File: config.mk
export PLATFORM = sky130hd
export DESIGN_NAME = softmax_seq_ctrl
export DESIGN_NICKNAME = d
export VERILOG_FILES = /design/src/rtl/softmax_pkg.sv /design/src/rtl/softmax_elem_buf.sv /design/src/rtl/softmax_seq_ctrl.sv
export SDC_FILE = /design/constraint.sdc
export NUM_CORES = 1
export LEC_CHECK = 0
export BUFFER_PORTS_ARGS = -buffer_cell sky130_fd_sc_hd__buf_4
export CORE_MARGIN = 3
export CORE_UTILIZATION = 30
export CTS_CLUSTER_DIAMETER = 50
export DETAILED_ROUTE_END_ITERATION = 7
export SYNTH_ARGS = -nofsm -noshare
export SYNTH_HDL_FRONTEND = slang
export SYNTH_SLANG_ARGS = --single-unit
File: constraint.sdc
create_clock -name clk -period 1.8 [get_ports clk]
set_input_delay 0.09 -clock clk [delete_from_list [all_inputs] [get_ports clk]]
set_output_delay 0.09 -clock clk [all_outputs]
set_load 0.02 [all_outputs]
File: src/rtl/softmax_pkg.sv
// softmax_pkg
//   Shared definitions for the softmax sequencing controller: the controller
//   state type, default vector geometry and the element-count width helper.
//   No ports; imported by softmax_seq_ctrl and softmax_elem_buf.
package softmax_pkg;

    typedef enum logic [1:0] {
        IDLE = 2'd0,
        LOAD = 2'd1,
        WAIT = 2'd2,
        EMIT = 2'd3
    } state_t;

    localparam int DEF_N_ELEM = 8;
    localparam int DEF_ELEM_W = 3;

    // The element count must represent 0..n inclusive, so it needs one bit
    // more than an index into an n-entry buffer.
    function automatic int cnt_width(input int n);
        return $clog2(n) + 1;
    endfunction

endpackage

File: src/rtl/softmax_elem_buf.sv
// softmax_elem_buf
//   N_ELEM x ELEM_W register buffer holding one vector while the datapath
//   computes its sum and reciprocal. One synchronous write port, one
//   combinational read port, no reset (contents are only read after being
//   written in the same vector).
//   Ports:
//     clk      - rising-edge clock
//     wr_en    - write strobe
//     wr_addr  - write index
//     wr_data  - element to store
//     rd_addr  - read index
//     rd_data  - element at rd_addr (combinational)
module softmax_elem_buf
    import softmax_pkg::*;
#(
    parameter int N_ELEM = DEF_N_ELEM,
    parameter int ELEM_W = DEF_ELEM_W,
    localparam int IDX_W = $clog2(N_ELEM)
) (
    input  logic              clk,
    input  logic              wr_en,
    input  logic [IDX_W-1:0]  wr_addr,
    input  logic [ELEM_W-1:0] wr_data,
    input  logic [IDX_W-1:0]  rd_addr,
    output logic [ELEM_W-1:0] rd_data
);

    logic [ELEM_W-1:0] mem [N_ELEM];

    always_ff @(posedge clk) begin
        if (wr_en) begin
            mem[wr_addr] <= wr_data;
        end
    end

    assign rd_data = mem[rd_addr];

endmodule

File: src/rtl/softmax_seq_ctrl.sv
// softmax_seq_ctrl
//   Sequences one softmax vector at a time: elements stream into a buffer
//   while being accumulated by the datapath (LOAD), the controller waits for
//   the sum/reciprocal pipeline to settle (WAIT), then replays the buffered
//   elements to the subtractor array with a valid/ready handshake (EMIT).
//   Vectors never overlap: input is refused from WAIT until the last emit.
//   Optional feature: define SOFTMAX_CTRL_PERF_EN to add perf_vec_cnt, a
//   saturating 16-bit count of completed vectors.
//   Ports:
//     clk, rst           - clock, synchronous active-high reset
//     in_valid/in_ready  - input element handshake; in_data, in_last
//     dp_data            - element to the adder tree / subtractor array
//     dp_acc_clr         - accumulator loads instead of adds (first element)
//     dp_acc_en          - accumulator enable
//     out_valid/out_ready- emit handshake; out_idx, out_last
//     busy               - controller is not idle
//     perf_vec_cnt       - completed vectors (only with SOFTMAX_CTRL_PERF_EN)
//   DP_LAT must be at least 1.
module softmax_seq_ctrl
    import softmax_pkg::*;
#(
    parameter int N_ELEM = DEF_N_ELEM,
    parameter int ELEM_W = DEF_ELEM_W,
    parameter int DP_LAT = 2
) (
    input  logic                      clk,
    input  logic                      rst,
    input  logic                      in_valid,
    output logic                      in_ready,
    input  logic [ELEM_W-1:0]         in_data,
    input  logic                      in_last,
    output logic [ELEM_W-1:0]         dp_data,
    output logic                      dp_acc_clr,
    output logic                      dp_acc_en,
    output logic                      out_valid,
    input  logic                      out_ready,
    output logic [$clog2(N_ELEM)-1:0] out_idx,
    output logic                      out_last,
    output logic                      busy
`ifdef SOFTMAX_CTRL_PERF_EN
    ,
    output logic [15:0]               perf_vec_cnt
`endif
);

    localparam int IDX_W  = $clog2(N_ELEM);
    localparam int CNT_W  = cnt_width(N_ELEM);
    localparam int WAIT_W = (DP_LAT > 1) ? $clog2(DP_LAT) : 1;

    state_t             state;
    state_t             state_nxt;
    logic [CNT_W-1:0]   count;
    logic [IDX_W-1:0]   idx_q;
    logic [WAIT_W-1:0]  wait_cnt;
    logic               wait_done;
    logic               accept;
    logic               handshake;
    logic               last_match;
    logic [IDX_W-1:0]   wr_addr;
    logic [ELEM_W-1:0]  rd_data;

    softmax_elem_buf #(
        .N_ELEM (N_ELEM),
        .ELEM_W (ELEM_W)
    ) u_buf (
        .clk     (clk),
        .wr_en   (accept),
        .wr_addr (wr_addr),
        .wr_data (in_data),
        .rd_addr (idx_q),
        .rd_data (rd_data)
    );

    assign wait_done  = (wait_cnt == WAIT_W'(DP_LAT - 1));
    assign last_match = ({1'b0, idx_q} == (count - CNT_W'(1)));

    // Next-state logic and input-side readiness.
    always_comb begin
        state_nxt = state;
        in_ready  = 1'b0;
        unique case (state)
            IDLE: begin
                in_ready = 1'b1;
                if (in_valid) begin
                    state_nxt = in_last ? WAIT : LOAD;
                end
            end
            LOAD: begin
                in_ready = 1'b1;
                if (in_valid && (in_last || count == CNT_W'(N_ELEM - 1))) begin
                    state_nxt = WAIT;
                end
            end
            WAIT: begin
                if (wait_done) begin
                    state_nxt = EMIT;
                end
            end
            EMIT: begin
                if (out_ready && last_match) begin
                    state_nxt = IDLE;
                end
            end
            default: state_nxt = IDLE;
        endcase
    end

    // Strobes are masked while rst is high so a reset cycle never pulses
    // the accumulator or presents a result downstream.
    assign accept     = in_valid & in_ready & ~rst;
    assign dp_acc_en  = accept;
    assign dp_acc_clr = accept & (state == IDLE);
    assign out_valid  = (state == EMIT) & ~rst;
    assign out_last   = out_valid & last_match;
    assign handshake  = out_valid & out_ready;
    assign busy       = (state != IDLE);
    assign out_idx    = idx_q;
    // Pass the input straight through while loading so accumulation adds no
    // latency; otherwise replay from the buffer.
    assign dp_data    = in_ready ? in_data : rd_data;
    assign wr_addr    = (state == IDLE) ? '0 : count[IDX_W-1:0];

    // State register, element count, emit index and settle counter.
    always_ff @(posedge clk) begin
        if (rst) begin
            state    <= IDLE;
            count    <= '0;
            idx_q    <= '0;
            wait_cnt <= '0;
        end else begin
            state <= state_nxt;
            if (accept) begin
                count <= (state == IDLE) ? CNT_W'(1) : count + CNT_W'(1);
            end
            if (state == WAIT) begin
                wait_cnt <= wait_done ? '0 : wait_cnt + WAIT_W'(1);
            end
            if (handshake) begin
                if (last_match) begin
                    idx_q <= '0;
                    count <= '0;
                end else begin
                    idx_q <= idx_q + IDX_W'(1);
                end
            end
        end
    end

`ifdef SOFTMAX_CTRL_PERF_EN
    logic [15:0] perf_cnt;

    // Completed-vector counter; sticks at all-ones rather than wrapping.
    always_ff @(posedge clk) begin
        if (rst) begin
            perf_cnt <= '0;
        end else if (handshake && last_match && perf_cnt != 16'hFFFF) begin
            perf_cnt <= perf_cnt + 16'd1;
        end
    end

    assign perf_vec_cnt = perf_cnt;
`endif

endmodule

# Word-level counts from Yosys, hierarchy flattened
# Memory sizes are Yosys's and may differ from the RTL's. A register that Yosys moved wholly into a read port is not among the register bits.
# Index checks and enable logic that the tools add are counted.
# classes
n_addsub,4
eq_ne,9
mux,19
bitwise,7
n_reduce_logical,7
# ops
cell,count
2-to-1 mux 4 bit,4
2-to-1 mux 3 bit,5
2-to-1 mux 2 bit,5
inequality test 2 bit (second input constant),4
one-hot mux 2 bit (4 select lines),1
bitwise AND 1 bit,6
adder 4 x 1 -> 4 bit (second input constant),1
equality test 2 bit (second input constant),2
equality test 3 x 4 -> 1 bit,1
equality test 4 x 3 -> 1 bit (second input constant),1
2-to-1 mux 1 bit,4
AND reduction 4 bit,1
subtractor 4 x 1 -> 4 bit (second input constant),1
adder 3 x 1 -> 3 bit (second input constant),1
equality test 2 x 1 -> 1 bit (second input constant),1
logical AND 1 bit,2
zero test 2 bit,1
nonzero test 2 bit,1
OR reduction 2 bit,1
adder 1 bit (second input constant),1
logical OR 1 bit,1
NOT 1 bit,1
# totals
ff_bits,10
ramBits,24
in_bits,8
output_inout_bits,12
elab_cells,51
memories,1
# memory_table
memory,words,word_bits,rd,rd_ports_with_merged_regs,wr,line_no,text
u_buf.mem,8,3,1,1,1,softmax_elem_buf.sv:28,logic [ELEM_W-1:0] mem [N_ELEM];

# Depth between registers and ports, before layout
# logic_depth
depth_word,8
ltp_mapped,8
depth_no_buf,7

# Cells and area by module
# A second synthesis with hierarchy kept.
# unflattened
cells_unflattened,138
hier_area_um2,1737.9
# modules_own_cells
module,n_inst,cells_per_inst,area_each_um2,seq_area_each_um2
softmax_elem_buf,1,47,982.2,720.7
softmax_seq_ctrl,1,91,755.7,200.2

# Worst setup path after synthesis
# Ideal clock, no wire load.
# synth_path
kind,register to register
start,reg count[0]
end,reg state[1]
arrival_time_ps,1783
t_required_ps,1679
path_slack_ps,-104
stages_incl_launch_ff,9
path_buffers,1
synth_period_minus_slack_ps,1904
path_cell_list,dfxtp_1 -> buf_6 -> inv_1 -> ha_1 -> xnor2_1 -> a21oi_2 -> nand3_1 -> a211o_2 -> mux2_4
# synth_via
elab_chain_cells,5
elab_cells_between_ends,9
cone_classes,add/sub: 1; eq/ne: 4; reduce/logical: 4
# synth_rtl
item,line_no,text
"start, declared",softmax_seq_ctrl.sv:52,logic [CNT_W-1:0] count;
"start signal, assigned",softmax_seq_ctrl.sv:133,count <= (state == IDLE) ? CNT_W'(1) : count + CNT_W'(1);
subtractor 4 x 1 -> 4 bit or equality test 4 x 3 -> 1 bit (tied branches),"softmax_seq_ctrl.sv:75, softmax_seq_ctrl.sv:90",
equality test 3 x 4 -> 1 bit or logical OR 1 bit (tied branches),"softmax_seq_ctrl.sv:75, softmax_seq_ctrl.sv:90",
logical AND 1 bit (on tied branches),"softmax_seq_ctrl.sv:100, softmax_seq_ctrl.sv:90",
inequality test 2 bit (no line),--,
AND reduction 4 bit (no line) (*),--,
"end signal, assigned",softmax_seq_ctrl.sv:131,state <= state_nxt;
"end, declared",softmax_seq_ctrl.sv:50,state_t state;
# Every way passes the cells marked *; elsewhere a longest branch is shown, timed or not.
# A chain may end at the register's enable or synchronous reset.

# Worst setup path after layout
# Same ends and word-level chain as after synthesis.

==> impl_metrics.yaml <==
placement:
  place_ws_ns: 0.0146
  hpwl_um: 2600
  portBuffers: 19
  gp_congestion: 0.774
setup_path:
  r2r_end: "state[1]$_SDFFE_PP0P_"
  reg2reg_slack_ns: 0.03
  cp_num_buf_inv: 2
  r2r-start: "count[0]$_SDFF_PP0_"
  path_cells: "inv_2, ha_4, xnor2_1, a21oi_2, buf_4, nand3_1, a211o_2, mux2_4"
  path_class: "reg -> reg"
  cp_max_fo: 2
  critPathTopFamily: "compound AO/OA/AOI/OAI gates"
  r2r_cells: 8
  critPathSlowestCell: "dfxtp_2"
  cp.required_ns: 1.98
  crit_arrival_ns: 1.95
  worst_setup_path_end_kind: "flip-flop"
  cp-start-kind: "flip-flop"
  slowest_delay_ns: 0.33
clock_network:
  cts_buffer_depth: 2
  clock_sinks: 37
  numCtsBuffers: 5
  ctsHoldBuffers: 0
  cts_tree: "done"
  htree_num_levels: 2
  clkTransAtPathRegs_ns: 0.07
  cts_root_buffer: "clkbuf_8"
  insertion_delay_ns: 0.29
global_routing:
  grt_pass1_wl_um: 5910
  grt_max_degree: 13
  grt_util_all_layers: 0.109
  grt_pass1_vias: 1200
  grt_remaining_overflow: 0
  antenna_found_initial: 0
floorplan:
  fp-row-count: 27
  dieArea_mm2: 0.00689
  die_x_um: 83.0
  io_pins: 20
  core_area_mm2: 0.00561
  fp.dieH_um: 83.0
  initial_core_util: 0.317
sta:
  slew_headroom: 0.801
  worst_slew_pin_slew_ns: 0.297
  layout_worst_path_cycle_share: 0.982
  setup_viol: 0
  rsz0062_at_grt: "true"
  fin_crit_ns: 1.77
  hold_violations: 0
  skew_ns: 0.00301
  fin_setup_tns_ns: 0
  drv_slew: 0
  fmax_mhz: 566
  finalWorstSetupSlack_ns: 0.0319
yosys:
  muxShareOfSynthArea: 0.113
  synth_compound_area_frac: 0.0816
  synth_fp_nets: 159
  yosys.area_share.simple: 0.132
  synthCells: 143
  ys_ff_latch: 37
  yosys_warnings: 0
  ys_types: 39
  async_reset_ff_frac: 0
  synth_edf_count: 24
  synth_xor_xnor_area_share: 0.0338
  syn_area_mm2: 0.00178
  ys_seq_area_frac: 0.551
  synthAdderAreaFrac: 0.0563
  syn_area_per_cell_um2: 12.4
  synth_top_family_by_area: "simple AND/OR/NAND/NOR gates"
  synth-main-ff-cell: "edfxtp_1"
pwr:
  pwr-share-comb: 0.361
  p_clk_frac: 0.233
  p_sw_mw: 0.764
  worst_ir_drop_vdd_mv: 0.563
  power_leakage_nw: 0.868
  intPower_mw: 1.65
  swShare: 0.316
  powerDensity_mw_per_mm2: 1020
  pwr-share-seq: 0.406
routing:
  vias: 1216
  drtAntennaViolNets: 0
  drc_errors: 0
  via_per_inst: 4.66
  avgRoutedWirePerCell_um: 14.0
  drt-pass1-iter-count: 4
  routed_wl_um: 3660
  initialDrtViolationCount: 52
final_layout:
  fill_cells: 549
  multiInputGateArea_um2: 856
  finalNetCount: 204
  antenna_cells: 0
  postLayoutCoreUtil: 0.424
  drive_above_1_share: 0.434
  syn_to_final_growth_pct: 33.7
  seq_area_um2: 990
worst_hold_path:
  holdPathStages: 1
  hold_path_startpoint: "in_data[2]"
  hold_path_end: "u_buf.mem[4][2]$_DFFE_PP_"
  hold_class: "in -> reg"
run:
  drv_cap: 0
status:
  status: "finished, final reports clean"
## cell usage after synthesis (2+ instances only)
library cell	instances	area (µm²)
edfxtp_1	24	721
nor2_1	18	67.6
dfxtp_1	13	260
inv_1	9	33.8
ha_1	8	100
a21oi_1	7	35.0
nand2_1	7	26.3
mux4_2	6	135
mux2i_1	5	50.1
nand2b_1	4	25.0
nand3_1	3	15.0
nand4_1	3	18.8
xor2_1	3	26.3
and2_1	2	12.5
buf_2	2	10.0
nor3_1	2	10.0
nor3b_1	2	15.0
o21a_1	2	15.0
o21ai_0	2	10.0
xnor2_1	2	17.5
## through the flow
| step | hold slack, ns | total power [mW] | instance area (µm²) | instances |
|---|---|---|---|---|
| 3_5_place_dp | 0.351 | 1.73 | 2140 | 249 |
| 3_3_place_gp | 0.360 | 1.73 | 2140 | 249 |
| 4_1_cts | 0.0478 | 2.35 | 2280 | 259 |
| 5_1_grt | 0.0611 | 2.56 | 2380 | 261 |
| 2_1_floorplan | 0.189 | 1.43 | 1790 | 143 |
| 6_report | 0.0548 | 2.42 | 2380 | 261 |
## cell families after synthesis
logic type	count (synthesis)
fa+ha+maj	8
flops	37
mux	12
buf+inv	13
compound gates	21
simple gates	46
xor+xnor	6
## worst register-to-register path: cells and delay by family (launching register included)
family                   cells  cell delay (ns)
AO/OA/AOI/OAI                2             0.44
XOR/XNOR                     1             0.13
adder cells (fa/ha/maj)      1             0.24
buffers and inverters        2             0.17
flip-flops                   1             0.33
multiplexers                 1             0.30
AND/OR/NAND/NOR              1             0.06
## area by class of cell
type	count	area share
clock inverters	3	0.00736
well taps	72	0.0379
clock buffers	5	0.0289
inverters	9	0.0142
flip-flops and latches	37	0.416
repair buffers	42	0.136
multi-input cells	93	0.360
## cell usage in the layout (no fill, tap or decap), drive strengths merged
master / synthesis / final
o21a: 2 / 2
nor4b: 1 / 1
xnor2: 2 / 2
nor3: 2 / 2
nand3: 3 / 3
and3: 1 / 1
dfxtp: 13 / 13
nand2: 7 / 7
mux2i: 5 / 5
nor2b: 1 / 1
o22ai: 1 / 1
a211o: 2 / 2
or4b: 1 / 1
mux4: 6 / 6
a21oi: 8 / 8
o21bai: 2 / 2
mux2: 1 / 1
a32oi: 1 / 1
a311oi: 1 / 1
a211oi: 1 / 1
a21o: 1 / 1
nor3b: 3 / 3
edfxtp: 24 / 24
inv: 9 / 9
xor2: 4 / 4
buf: 3 / 42
and2: 2 / 2
ha: 8 / 8
clkinv: 0 / 3
nand4: 3 / 3
clkbuf: 1 / 5
o21ai: 2 / 2
nand2b: 4 / 4
nor2: 18 / 18
## repair_timing
item	in CTS	in global routing
pin swaps	3	5
setup buffers	2	2
resized for setup	11	18
setup endpoints to repair	7	35
## flip-flops by register name, indices dropped and copies added (netlist names), named ones only
register,flops
u_buf.mem,24
count,4
out_idx,3
state,2
wait_cnt,1
## metal layers
layer	vias to the layer above	track usage	share of wire
li1	607	-	-
met1	580	0.138	0.46
met2	22	0.176	0.49
met3	7	0.0327	0.040
met4	0	0.0401	0.013
met5	-	0	0
## power by group through the flow
stage | Clock (mW) | Combinational (mW) | Sequential (mW)
2_1_floorplan | 0 | 0.440 | 0.990
6_report | 0.564 | 0.873 | 0.981
3_5_place_dp | 0 | 0.735 | 0.990
5_1_grt | 0.625 | 0.951 | 0.988
4_1_cts | 0.587 | 0.792 | 0.974
3_3_place_gp | 0 | 0.737 | 0.990
## worst max-delay path by stage
stage	from	slack [ns]	cells past startpoint	endpoint
floorplan	state[0]$_SDFFE_PP0P_	-0.07	6	state[1]$_SDFFE_PP0P_
global placement	state[1]$_SDFFE_PP0P_	0.01	7	state[1]$_SDFFE_PP0P_
detailed placement	state[1]$_SDFFE_PP0P_	0.01	7	state[1]$_SDFFE_PP0P_
CTS	count[1]$_SDFF_PP0_	0.005	7	out_last
global route	count[0]$_SDFF_PP0_	-0.06	7	out_last
finish	count[0]$_SDFF_PP0_	0.03	8	state[1]$_SDFFE_PP0P_
Power figures use the tool's default switching activity.
